## src/rtl/cc3000_apb_spi_slave.sv

```systemverilog
// APB3 completer bridging Cortex-M3 register accesses to an 8-bit mode-1 SPI master for the CC3000.
// Define CC3000_IRQ_EN to synchronise CC_IRQ_N into a W1C pending flag that drives FABINT.
module cc3000_apb_spi_slave #(
  parameter int         FIFO_DEPTH = 4,
  parameter logic [7:0] DIV_RESET  = 8'd4
) (
  input  logic        FAB_CLK,
  input  logic        M2F_RESET_N,
  input  logic        PSEL,
  input  logic        PENABLE,
  input  logic        PWRITE,
  input  logic [7:0]  PADDR,
  input  logic [31:0] PWDATA,
  output logic [31:0] PRDATA,
  output logic        PREADY,
  output logic        PSLVERR,
  output logic        SPI_SCLK,
  output logic        SPI_MOSI,
  input  logic        SPI_MISO,
  output logic        SPI_CS_N,
  input  logic        CC_IRQ_N,
  output logic        FABINT
);

  localparam int AW = $clog2(FIFO_DEPTH);
  localparam int CW = AW + 1;
  localparam logic [CW-1:0] FULL_CNT = CW'(FIFO_DEPTH);

  typedef enum logic [1:0] {IDLE, LOAD, SHIFT, DONE} state_t;
  state_t state, state_next;

  logic          ctrl_cs;
  logic [7:0]    clkdiv;
  logic [7:0]    tx_mem [FIFO_DEPTH];
  logic [7:0]    rx_mem [FIFO_DEPTH];
  logic [AW-1:0] tx_wr, tx_rd, rx_wr, rx_rd;
  logic [CW-1:0] tx_cnt, rx_cnt;
  logic          tx_empty, tx_full, rx_empty, rx_full, busy, irq_pend, irq_raw;
  logic          access, setup_rd, bad_addr, err, ctrl_wr;
  logic          tx_push, tx_pop, rx_push, rx_pop;
  logic [1:0]    reg_sel;
  logic [31:0]   rd_data, prdata_q;
  logic          sclk_q, mosi_q, cs_n_q;
  logic          sclk_rise, sclk_fall, edge_tick, start_ok;
  logic [7:0]    div_cnt, tx_sh, rx_sh;
  logic [2:0]    bit_cnt;
  logic          unused_bits;

  assign tx_empty = (tx_cnt == '0);
  assign tx_full  = (tx_cnt == FULL_CNT);
  assign rx_empty = (rx_cnt == '0);
  assign rx_full  = (rx_cnt == FULL_CNT);
  assign busy     = (state != IDLE);
  assign start_ok = ctrl_cs & ~tx_empty & ~rx_full;
  assign edge_tick = (div_cnt >= clkdiv);

  assign access   = PSEL & PENABLE;
  assign setup_rd = PSEL & ~PENABLE & ~PWRITE;
  assign bad_addr = |PADDR[7:4];
  assign reg_sel  = PADDR[3:2];

  // Erroring accesses leave all state untouched; the flag only shows in the access phase.
  always_comb begin
    err = 1'b0;
    if (bad_addr) err = 1'b1;
    else begin
      case (reg_sel)
        2'd2:    err = PWRITE ? tx_full : 1'b1;
        2'd3:    err = PWRITE ? 1'b1 : rx_empty;
        default: err = 1'b0;
      endcase
    end
  end

  assign PSLVERR = access & err;
  assign PREADY  = 1'b1;
  assign tx_push = access & PWRITE & (reg_sel == 2'd2) & ~err;
  assign rx_pop  = access & ~PWRITE & (reg_sel == 2'd3) & ~err;
  assign ctrl_wr = access & PWRITE & (reg_sel == 2'd0) & ~bad_addr;

  always_comb begin
    rd_data = '0;
    if (!bad_addr) begin
      case (reg_sel)
        2'd0: rd_data = {16'd0, clkdiv, 7'd0, ctrl_cs};
        2'd1: rd_data = {25'd0, irq_raw, irq_pend, busy, rx_full, rx_empty, tx_full, tx_empty};
        2'd3: if (!rx_empty) rd_data = {24'd0, rx_mem[rx_rd]};
        default: rd_data = '0;
      endcase
    end
  end

  always_ff @(posedge FAB_CLK) begin
    if (!M2F_RESET_N) begin
      prdata_q <= '0;
      ctrl_cs  <= 1'b0;
      clkdiv   <= DIV_RESET;
    end else begin
      if (setup_rd) prdata_q <= rd_data;
      if (ctrl_wr) begin
        ctrl_cs <= PWDATA[0];
        clkdiv  <= PWDATA[15:8];
      end
    end
  end

  assign PRDATA = prdata_q;

  always_ff @(posedge FAB_CLK) begin
    if (tx_push) tx_mem[tx_wr] <= PWDATA[7:0];
    if (rx_push) rx_mem[rx_wr] <= {rx_sh[6:0], SPI_MISO};
  end

  // Simultaneous push and pop cancel in the count; pointers still both advance.
  always_ff @(posedge FAB_CLK) begin
    if (!M2F_RESET_N) begin
      tx_wr <= '0; tx_rd <= '0; tx_cnt <= '0;
      rx_wr <= '0; rx_rd <= '0; rx_cnt <= '0;
    end else begin
      if (tx_push) tx_wr <= tx_wr + AW'(1);
      if (tx_pop)  tx_rd <= tx_rd + AW'(1);
      if (tx_push && !tx_pop) tx_cnt <= tx_cnt + CW'(1);
      else if (!tx_push && tx_pop) tx_cnt <= tx_cnt - CW'(1);
      if (rx_push) rx_wr <= rx_wr + AW'(1);
      if (rx_pop)  rx_rd <= rx_rd + AW'(1);
      if (rx_push && !rx_pop) rx_cnt <= rx_cnt + CW'(1);
      else if (!rx_push && rx_pop) rx_cnt <= rx_cnt - CW'(1);
    end
  end

  always_ff @(posedge FAB_CLK) begin
    if (!M2F_RESET_N) state <= IDLE;
    else              state <= state_next;
  end

  // The first rising SCLK edge leaves LOAD; later edges fire once per CLKDIV+1 cycles.
  always_comb begin
    state_next = state;
    tx_pop     = 1'b0;
    rx_push    = 1'b0;
    sclk_rise  = 1'b0;
    sclk_fall  = 1'b0;
    case (state)
      IDLE:  if (start_ok) begin state_next = LOAD; tx_pop = 1'b1; end
      LOAD:  begin state_next = SHIFT; sclk_rise = 1'b1; end
      SHIFT: if (edge_tick) begin
               if (sclk_q) begin
                 sclk_fall = 1'b1;
                 if (bit_cnt == 3'd7) begin state_next = DONE; rx_push = 1'b1; end
               end else sclk_rise = 1'b1;
             end
      DONE:  if (start_ok) begin state_next = LOAD; tx_pop = 1'b1; end
             else state_next = IDLE;
      default: state_next = IDLE;
    endcase
  end

  always_ff @(posedge FAB_CLK) begin
    if (!M2F_RESET_N) begin
      sclk_q <= 1'b0; mosi_q <= 1'b0; cs_n_q <= 1'b1;
      div_cnt <= '0; bit_cnt <= '0; tx_sh <= '0; rx_sh <= '0;
    end else begin
      if (tx_pop) tx_sh <= tx_mem[tx_rd];
      if (sclk_rise) begin
        sclk_q <= 1'b1;
        mosi_q <= tx_sh[7];
        tx_sh  <= {tx_sh[6:0], 1'b0};
      end
      if (sclk_fall) begin
        sclk_q  <= 1'b0;
        rx_sh   <= {rx_sh[6:0], SPI_MISO};
        bit_cnt <= bit_cnt + 3'd1;
      end
      if (state == LOAD) bit_cnt <= '0;
      if (state == SHIFT && !edge_tick) div_cnt <= div_cnt + 8'd1;
      else                              div_cnt <= '0;
      cs_n_q <= (state_next == IDLE) ? ~ctrl_cs : 1'b0;
    end
  end

  assign SPI_SCLK = sclk_q;
  assign SPI_MOSI = mosi_q;
  assign SPI_CS_N = cs_n_q;

`ifdef CC3000_IRQ_EN
  logic [2:0] irq_sync;
  logic       stat_w1c;

  assign stat_w1c = access & PWRITE & ~bad_addr & (reg_sel == 2'd1) & PWDATA[5];

  // A falling edge arriving with the clear write keeps the flag set.
  always_ff @(posedge FAB_CLK) begin
    if (!M2F_RESET_N) begin
      irq_sync <= 3'b111;
      irq_pend <= 1'b0;
    end else begin
      irq_sync <= {irq_sync[1:0], CC_IRQ_N};
      irq_pend <= (irq_sync[2] & ~irq_sync[1]) | (irq_pend & ~stat_w1c);
    end
  end

  assign irq_raw = ~irq_sync[1];
`else
  assign irq_pend = 1'b0;
  assign irq_raw  = 1'b0;
`endif

  assign FABINT = irq_pend;
  assign unused_bits = ^{PWDATA[31:16], PADDR[1:0], CC_IRQ_N};

endmodule

```

## config.mk

```make
export PLATFORM = sky130hd
export DESIGN_NAME = cc3000_apb_spi_slave
export DESIGN_NICKNAME = d
export VERILOG_FILES = /design/src/rtl/cc3000_apb_spi_slave.sv
export SDC_FILE = /design/constraint.sdc
export NUM_CORES = 1
export LEC_CHECK = 0
export CAP_MARGIN = 0
export CORE_MARGIN = 3
export CORE_UTILIZATION = 54
export DETAILED_ROUTE_END_ITERATION = 8
export PLACE_DENSITY = 0.79
export SYNTH_ARGS = -nofsm -noshare
export SYNTH_HDL_FRONTEND = slang
export SYNTH_SLANG_ARGS = --single-unit
```

## constraint.sdc

```tcl
create_clock -name FAB_CLK -period 3 [get_ports FAB_CLK]
set_clock_uncertainty 0.1 [all_clocks]
set_input_delay 0.6 -clock FAB_CLK [delete_from_list [all_inputs] [get_ports FAB_CLK]]
set_output_delay 0.6 -clock FAB_CLK [all_outputs]
set_load 0.02 [all_outputs]
```

# Yosys cells after proc, flatten, opt, wreduce, memory -nomap -nowiden

Memory sizes are Yosys's and may differ from the RTL's. A register that Yosys moved wholly into a read port is not among the register bits.
Cells that the tools add are included.

Add/sub/neg operators: 10
Magnitude comparators: 1
Equal/unequal tests: 9
Mux-type cells: 40
Bitwise operators: 22
Reduce and logical (&&, ||, !) cells: 25

Operators with widths:

| cell                                                                  | number |
|---|---|
| 16-bit one-hot mux with 3 select lines                                | 1 |
| 8-bit two-way mux                                                     | 3 |
| 1-bit two-way mux                                                     | 20 |
| 16-bit two-way mux                                                    | 1 |
| 2-bit two-way mux                                                     | 8 |
| 1-bit AND                                                             | 14 |
| 3-bit two-way mux                                                     | 4 |
| 3-bit by 1-bit adder with 3-bit output, second input constant         | 3 |
| 3-bit equality test, second input constant                            | 3 |
| 2-bit by 1-bit adder with 2-bit output, second input constant         | 4 |
| 8-bit by 1-bit adder with 8-bit output, second input constant         | 1 |
| 2-bit equality test, second input constant                            | 4 |
| 8-bit greater-or-equal comparator                                     | 1 |
| 1-bit inverter                                                        | 8 |
| 2-bit one-hot mux with 4 select lines                                 | 1 |
| 2-bit nonzero test                                                    | 4 |
| 2-bit OR reduction                                                    | 4 |
| 2-bit zero test                                                       | 3 |
| 3-bit zero test                                                       | 2 |
| 3-bit by 1-bit subtractor with 3-bit output, second input constant    | 2 |
| 1-bit logical AND                                                     | 5 |
| 1-bit zero test                                                       | 5 |
| 2-bit by 1-bit equality test with 1-bit output, second input constant | 2 |
| 1-bit one-hot mux with 2 select lines                                 | 2 |
| other kinds (2)                                                       | 2 |

Flip-flop bits (word level): 86
Memory bits (writable): 64
Input port bits: 47
Output and inout port bits: 38
Logic and storage cells: 127
Memories: 2

Memories:

| memory | words | bits a word | read ports | clocked after memory_dff | write ports | line | text |
|---|---|---|---|---|---|---|---|
| rx_mem | 4     | 8           | 1          | 1                        | 1           | 35   | `logic [7:0] rx_mem [FIFO_DEPTH];` |
| tx_mem | 4     | 8           | 1          | 1                        | 1           | 34   | `logic [7:0] tx_mem [FIFO_DEPTH];` |

# Logic depth before layout (Yosys ltp)

Gate-level depths: netlist of run 1.

Word-level depth: 10
Depth in mapped cells: 12
Gate-level depth less buffers: 12

# Worst setup path after synthesis of run 1

Ideal clock, no wire load.

Kind: in2reg
Start: input PADDR[5]
End: register tx_cnt[2]
Setup time: 0.071 ns
Data arrival time: 2.589 ns
Data required time: 2.829 ns
Path slack: 0.241 ns
Stages: 10
Path buffers: 1
Cell sequence: nor4_4 and3_1 and3_1 buf_2 ha_1 inv_1 fa_1 xor2_1 or3_1 a21oi_1

Word-level cells in the longest chain between the ends: 7
Elaborated cells on any way between the ends: 9
Those cells by class: mux (2); bitwise (2); reduce/logical (5)

Ends and longest elaborated chain:

| element                      | line | text |
|---|---|---|
| start, declared              | 12   | `input logic [7:0] PADDR,` |
| 4-bit OR reduction *         | 59   | `assign bad_addr = \|PADDR[7:4];` |
| 1-bit two-way mux *          | 65   | `if (bad_addr) err = 1'b1;` |
| 1-bit inverter *             | 77   | `assign tx_push = access & PWRITE & (reg_sel == 2'd2) & ~err;` |
| 1-bit AND *                  | 77   |  |
| named net tx_push            | 40   | `logic tx_push, tx_pop, rx_push, rx_pop;` |
| 1-bit zero test              | 123  | `else if (!tx_push && tx_pop) tx_cnt <= tx_cnt - CW'(1);` |
| 1-bit logical AND            | 123  |  |
| 2-bit nonzero test (no line) | n/a  |  |
| end signal, assigned         | 122  | `if (tx_push && !tx_pop) tx_cnt <= tx_cnt + CW'(1);` |
| end signal, assigned         | 123  |  |
| end, declared                | 37   | `logic [CW-1:0] tx_cnt, rx_cnt;` |

The timed path passes the listed nets; every way through them passes the cells marked *.
A chain may end at the register's enable or synchronous reset.

# Worst setup path after layout of run 1

Start: register tx_cnt[0]
End: output PSLVERR

Word-level cells in the longest chain between the ends: 5

Ends and longest elaborated chain:

| element                               | line | text |
|---|---|---|
| 3-bit equality test                   | 50   | `assign tx_full = (tx_cnt == FULL_CNT);` |
| 1-bit two-way mux                     | 68   | `2'd2: err = PWRITE ? tx_full : 1'b1;` |
| 1-bit one-hot mux with 2 select lines | 67   | `case (reg_sel)` |
| 1-bit two-way mux                     | 65   |  |
| 1-bit AND                             | 75   | `assign PSLVERR = access & err;` |
| end, declared                         | 16   | `output logic PSLVERR,` |

Every way passes these cells.

==> results of run 1 <==
## flip-flops by register name, indices dropped and copies added, names as in the netlist, 3 cells and up, named ones only
name	flops
PRDATA	16
bit_cnt	3
clkdiv	8
div_cnt	8
rx_cnt	3
rx_mem	32
rx_sh	7
tx_cnt	3
tx_mem	32
tx_sh	8
## per-layer routing
| metal | part of all wire | track usage | routed length [um] |
|---|---|---|---|
| met5 | 0 | 0 | 0 |
| met4 | 0.016 | 0.0843 | 201 |
| met3 | 0.052 | 0.0502 | 643 |
| met2 | 0.49 | 0.349 | 6070 |
| met1 | 0.44 | 0.253 | 5380 |
## synth_stat cells (2+ instances only)
cell type / instances / area share
and3b_1: 2 / 0.0029
mux4_2: 16 / 0.060
a21oi_1: 11 / 0.0092
fa_1: 2 / 0.0067
xnor2_1: 5 / 0.0073
o211ai_1: 8 / 0.010
xor2_1: 10 / 0.015
conb_1: 2 / 0.0013
edfxtp_1: 64 / 0.32
buf_4: 18 / 0.023
nand3_1: 17 / 0.014
mux2i_1: 23 / 0.038
a21o_1: 7 / 0.0088
nand2_1: 36 / 0.023
nor3_2: 2 / 0.0033
nand3_2: 2 / 0.0033
and2_1: 6 / 0.0063
ha_1: 26 / 0.054
and3_1: 10 / 0.010
nor3b_1: 2 / 0.0025
nor2_1: 51 / 0.032
buf_2: 4 / 0.0033
clkbuf_1: 12 / 0.0075
o21ai_0: 10 / 0.0084
a22oi_1: 16 / 0.020
inv_1: 21 / 0.013
dfxtp_1: 74 / 0.25
or3_1: 6 / 0.0063
nor3_1: 4 / 0.0033
or3b_1: 2 / 0.0029
## through the flow
stage	instance area, sq um	TNS [ns]	hold WS (ns)
after detailed placement	6690	-0.764	0.379
after floorplan	6050	0	0.338
after global placement	6690	-0.461	0.347
final	7200	0	0.379
after CTS	7190	0	0.386
after global routing	7200	0	0.423
## worst min-delay path, cell delays in order, from the launching register on
cell and delay (ns):
dfxtp_1 0.31, nand2_1 0.06, mux2i_1 0.06
## worst min path at each step
stage	startpoint	to	slack, ns
6_report	bit_cnt[1]$_SDFFE_PP0P_	bit_cnt[1]$_SDFFE_PP0P_	0.38
4_1_cts	bit_cnt[1]$_SDFFE_PP0P_	bit_cnt[1]$_SDFFE_PP0P_	0.39
2_1_floorplan	bit_cnt[1]$_SDFFE_PP0P_	bit_cnt[1]$_SDFFE_PP0P_	0.34
3_5_place_dp	bit_cnt[1]$_SDFFE_PP0P_	bit_cnt[1]$_SDFFE_PP0P_	0.38
5_1_grt	tx_sh[7]$_SDFFE_PN0P_	tx_sh[7]$_SDFFE_PN0P_	0.42
3_3_place_gp	bit_cnt[1]$_SDFFE_PP0P_	bit_cnt[1]$_SDFFE_PP0P_	0.35
## where the power goes
group	total, mW	switching [mW]	leakage, nW	internal, mW
Clock	1.78	0.736	0.239	1.05
Sequential	1.98	0.00797	1.19	1.97
Combinational	0.206	0.121	1.25	0.0859
Total	3.97	0.864	2.68	3.10
## kinds of logic (layout without fill, tap and decap cells)
| kind of cell | after synthesis | count (layout) |
|---|---|---|
| mux | 39 | 39 |
| compound gates | 61 | 61 |
| flops | 138 | 138 |
| other cells | 2 | 18 |
| fa+ha+maj | 28 | 28 |
| xor+xnor | 15 | 15 |
| simple gates | 151 | 151 |
| buf+inv | 57 | 128 |
## area by class of cell
cell class | count | share of cell area
Sequential cell | 138 | 0.473
Multi-Input combinational cell | 312 | 0.329
Timing Repair Buffer | 74 | 0.0927
Clock buffer | 23 | 0.0634
Tap cell | 136 | 0.0236
Inverter | 22 | 0.0115
Clock inverter | 9 | 0.00729
==> results.ini, run 1 <==
[synthesis]
synth-seq-cells = 138
post_synth.cell_area_avg_sq_um = 12.2
synth_xor_area_frac = 0.0219
muxShareOfSynthArea = 0.0987
async_flop_share = 0
yosys_most_used_dff = dfxtp_1
synth_compound_area_frac = 0.0719
synth_cells = 491
synth.distinct_cells = 52
synth_top_family_by_area = simple AND/OR/NAND/NOR gates
synthSimpleGateAreaFrac = 0.129
ys_seq_area_frac = 0.569
synth_edf_count = 64
synthAdderAreaFrac = 0.0610
synth_area_sq_um = 5990
synth_warnings = 0

[global_route]
grt_max_degree = 34
overflow = 0
grt_pass1_vias = 4091
antenna_found_initial = 0
grt_usage = 0.206
grt_first_pass_wirelength_um = 20000

[critical_path]
start_kind = register
critPathTopFamily = simple AND/OR/NAND/NOR gates
endpoint_kind = primary output
reg2reg_depth = 13
startpoint = tx_cnt[0]$_SDFFE_PN0P_
slowest_stage = or3b_1
cpPeakStageDelay_ns = 0.44
r2r_end = rx_cnt[2]$_SDFFE_PN0P_
path_cells = or3b_1 -> and3b_1 -> or3b_1 -> a21oi_1 -> buf_2
crit_arrival_ns = 2.19
cp_num_buf_inv = 1
crit_type = register to primary output
r2r_slack_ns = 0.19
crit_end = PSLVERR
path_max_fanout = 4
worstSetupPathDepth = 5
reg2reg_from = clkdiv[3]$_SDFFE_PN0P_
crit_top_cell = or3b_1
cp.required_ns = 2.30

[pwr]
total_power_mw = 3.97
leakage_nw = 2.68
peakVddDrop_v = 0.000330
p_per_area_nw_per_um2 = 551

[clock_network]
cts_buffer_depth = 2
post_cts_buffers = 0
cts_hold_buffers = 0
clk_latency_ns = 0.52
ctsRootBufferMaster = clkbuf_8
cts.repair.resized = 4
numCtsBuffers = 17
cts_tree = done
htreeDepth = 4
cts.clk_slew.worst_paths_ns = 0.06
cts_num_sinks = 138

[sta]
rsz0062_at_grt = no
relSlewSlack = 0.551
timing.final.crit_period_ns = 2.89
final_max_slew_viol_count = 0
post-route-period-util = 0.964
setup_viol = 0
tightest_slew_ns = 0.673
fin_ws_ns = 0.108
finalHoldViolations = 0
max_freq_mhz = 346

[worst_hold_path]
holdCritPathClass = register to register
worstHoldPathCells = 2

[placement]
gp_congestion = 0.793
dpl.cell_count = 682
place_ws_ns = -0.254
dp_hpwl_um = 8590
numPortBuffers = 47

[drt]
routed_wl_um = 12300
drc = 0
first_pass_iters = 4
routed_via_density = 5.52
routedWlPerCell_um = 17.2
ant_nets = 0
drt_iter0_drc = 280
vias = 3941

[cells_and_area]
layout.cells.non_filler = 714
drive_gt1_frac = 0.151
postLayoutCoreUtil = 0.683
layout_commonest_cell = dfxtp_1
nNetsFinal = 640
diodes = 0
area_growth_pct = 20.4
fillers = 738
layout_common_cells = 71 x dfxtp_1, 64 x edfxtp_1, 51 x nor2_1
multi_input_area_sq_um = 2370
seqCellArea_sq_um = 3410

[floorplanning]
dieArea_sq_um = 12400
row_count = 37
num_io_pins = 85
fp.dieW_um = 111
fp.dieH_um = 111
initial_core_util = 0.567
design.core.area_sq_um = 10600

[job]
drv_cap = 0

[outcome]
status = completed

Note: power is estimated with default switching activity, not from simulation.
==> inputs of run 2 (changes only) <==
Settings changed: CORE_ASPECT_RATIO from default to 0.75, CTS_BUF_LIST from default to sky130_fd_sc_hd__clkbuf_16.
==> run 2 against run 1 <==
  * Clock power increased by 13%
  * Largest power group is now the clock network
  * Highest routed layer unchanged
  * Critical path depth unchanged
  * Cell count grew 0.14%
  * Design area up 0.96%
==> results.ini, run 2 (same netlist as run 1, synthesis figures left out) <==
[sta]
finalHoldViolations = 0  ; unchanged
relSlewSlack = 0.597  ; +0.0456
timing.final.crit_period_ns = 2.83  ; -0.0620 ns
setup_viol = 0  ; unchanged
post-route-period-util = 0.943  ; -0.0207
hold_slack_ns = 0.373  ; -0.00578 ns
final.setup.tns_ns = 0  ; unchanged
rsz0062_at_grt = no
max_freq_mhz = 353  ; +2.2%
tightest_slew_ns = 0.603  ; -0.0699 ns
final_max_slew_viol_count = 0  ; unchanged

[floorplanning]
num_io_pins = 85  ; unchanged
row_count = 32  ; -14%
dieArea_sq_um = 12400  ; +0.10%
fp.dieH_um = 97.2  ; -13%
initial_core_util = 0.568  ; +0.00135
design.core.area_sq_um = 10500  ; -0.24%
fp.dieW_um = 128  ; +15%

[clock_network]
numCtsBuffers = 17  ; unchanged
clk_latency_ns = 0.42  ; -0.10 ns
ctsRootBufferMaster = clkbuf_16
cts.clk_slew.worst_paths_ns = 0.06  ; about the same
cts_tree = done
cts_num_sinks = 138  ; unchanged
htreeDepth = 4  ; unchanged
cts_buffer_depth = 2  ; unchanged
post_cts_buffers = 0  ; unchanged

[cells_and_area]
drive_gt1_frac = 0.154  ; +0.00319
area_growth_pct = 21.5
postLayoutCoreUtil = 0.691  ; +0.00816
fillers = 719  ; -2.6%
design_area_sq_um = 7270  ; +0.96%
layout_commonest_cell = dfxtp_1
diodes = 0  ; unchanged
layout_common_cells = 74 x dfxtp_1, 64 x edfxtp_1, 51 x nor2_1
nNetsFinal = 641  ; +0.16%

[critical_path]
crit_end = PSLVERR
reg2reg_from = clkdiv[7]$_SDFFE_PN0P_
cpPeakStageDelay_ns = 0.44  ; about the same
path_cells = or3b_1 -> and3b_1 -> or3b_1 -> a21oi_1 -> clkbuf_2
crit_arrival_ns = 2.13  ; -0.06 ns
path_max_fanout = 4  ; unchanged
reg2reg_depth = 13  ; unchanged
r2r_end = rx_cnt[2]$_SDFFE_PN0P_
slowest_stage = or3b_1
crit_type = register to primary output
r2r_slack_ns = 0.18  ; about the same
endpoint_kind = primary output
crit_top_cell = or3b_1
cp_num_buf_inv = 1  ; unchanged
critPathTopFamily = simple AND/OR/NAND/NOR gates
worstSetupPathDepth = 5  ; unchanged
cp.required_ns = 2.30  ; about the same
start_kind = register
startpoint = tx_cnt[0]$_SDFFE_PN0P_

[drt]
ant_nets = 0  ; unchanged
vias = 3986  ; +1.1%
first_pass_iters = 5  ; +1
routed_via_density = 5.57  ; +1.0%
routed_wl_um = 12400  ; +0.49%
drt_iter0_drc = 401  ; +43%
routedWlPerCell_um = 17.3  ; +0.35%
drc = 0  ; unchanged

[placement]
dp_hpwl_um = 8460  ; -1.4%
gp_congestion = 0.834  ; +5.1%
dpl_cell_area_sq_um = 6690  ; +0.11%
numPortBuffers = 47  ; unchanged

[pwr]
total_power_mw = 4.21  ; +6.2%
peakVddDrop_v = 0.000406  ; +23%
leakage_nw = 2.71  ; +1.1%
p_per_area_nw_per_um2 = 579  ; +5.2%

[worst_hold_path]
worstHoldPathCells = 2  ; unchanged
holdCritPathClass = register to register

[global_route]
grt_first_pass_wirelength_um = 20300  ; +1.3%
grt_pass1_vias = 4156  ; +1.6%
grt_max_degree = 34  ; unchanged
overflow = 0  ; unchanged
grt_usage = 0.209  ; +0.00251
antenna_found_initial = 0  ; unchanged

[job]
drv_cap = 0  ; unchanged

[outcome]
status = completed

run 2: worst min-delay path by stage:
| stage | from | to | slack, ns |
|---|---|---|---|
| floorplan | bit_cnt[1]$_SDFFE_PP0P_ | bit_cnt[1]$_SDFFE_PP0P_ | 0.34 |
| global placement | bit_cnt[1]$_SDFFE_PP0P_ | bit_cnt[1]$_SDFFE_PP0P_ | 0.35 |
| detailed placement | bit_cnt[1]$_SDFFE_PP0P_ | bit_cnt[1]$_SDFFE_PP0P_ | 0.37 |
| CTS | bit_cnt[1]$_SDFFE_PP0P_ | bit_cnt[1]$_SDFFE_PP0P_ | 0.38 |
| global route | bit_cnt[1]$_SDFFE_PP0P_ | bit_cnt[1]$_SDFFE_PP0P_ | 0.41 |
| finish | bit_cnt[2]$_SDFFE_PP0P_ | bit_cnt[2]$_SDFFE_PP0P_ | 0.37 |
run 2: through the flow:
step	setup slack (ns)	instances
after CTS	0.00822	715
after global placement	-0.146	683
after detailed placement	-0.249	683
final	0.170	715
after global routing	0.0123	715
after floorplan	0.241	507
run 2: layer usage:
| layer | vias up | global-route usage | wire length, um |
|---|---|---|---|
| li1 | 1878 | - | - |
| met1 | 1938 | 0.283 | 5620 |
| met2 | 139 | 0.321 | 5680 |
| met3 | 31 | 0.0626 | 814 |
| met4 | 0 | 0.0718 | 235 |
| met5 | - | 0 | 0 |
run 2: repair_timing:
item	4_1_cts	5_1_grt
hold buffers	0	0
endpoints found under the setup margin	1	2
resized for setup	1	4
run 2: layout make-up:
cell class | instances | area [sq um] | share of cell area
Inverter | 22 | 82.6 | 0.0114
Clock buffer | 17 | 425 | 0.0585
Timing Repair Buffer | 75 | 676 | 0.0929
Multi-Input combinational cell | 312 | 2360 | 0.325
Tap cell | 136 | 170 | 0.0234
Clock inverter | 15 | 151 | 0.0208
Sequential cell | 138 | 3400 | 0.468
run 2: worst register-to-register path, delay by kind of cell (launching register included):
kind / cells / cell delay [ns]
adders and majority gates: 3 / 0.87
and+or+nand+nor: 3 / 0.59
buffers and inverters: 3 / 0.27
xor gates and xnor gates: 1 / 0.17
AOI/OAI and AO/OA: 3 / 0.37
DFF: 1 / 0.37
run 2: report_power, final:
part           total, mW  internal [mW]  switching [mW]
clock network       2.02           1.22           0.805
logic              0.209         0.0864           0.123
registers           1.98           1.97         0.00929
total               4.21           3.28           0.937
==> inputs of run 3 (changes only) <==
Settings changed: HOLD_SLACK_MARGIN from default to 0.06, SLEW_MARGIN from default to 30.
==> results of run 3 <==
No change in the layout: final DEF, timing and power equal those of run 2.
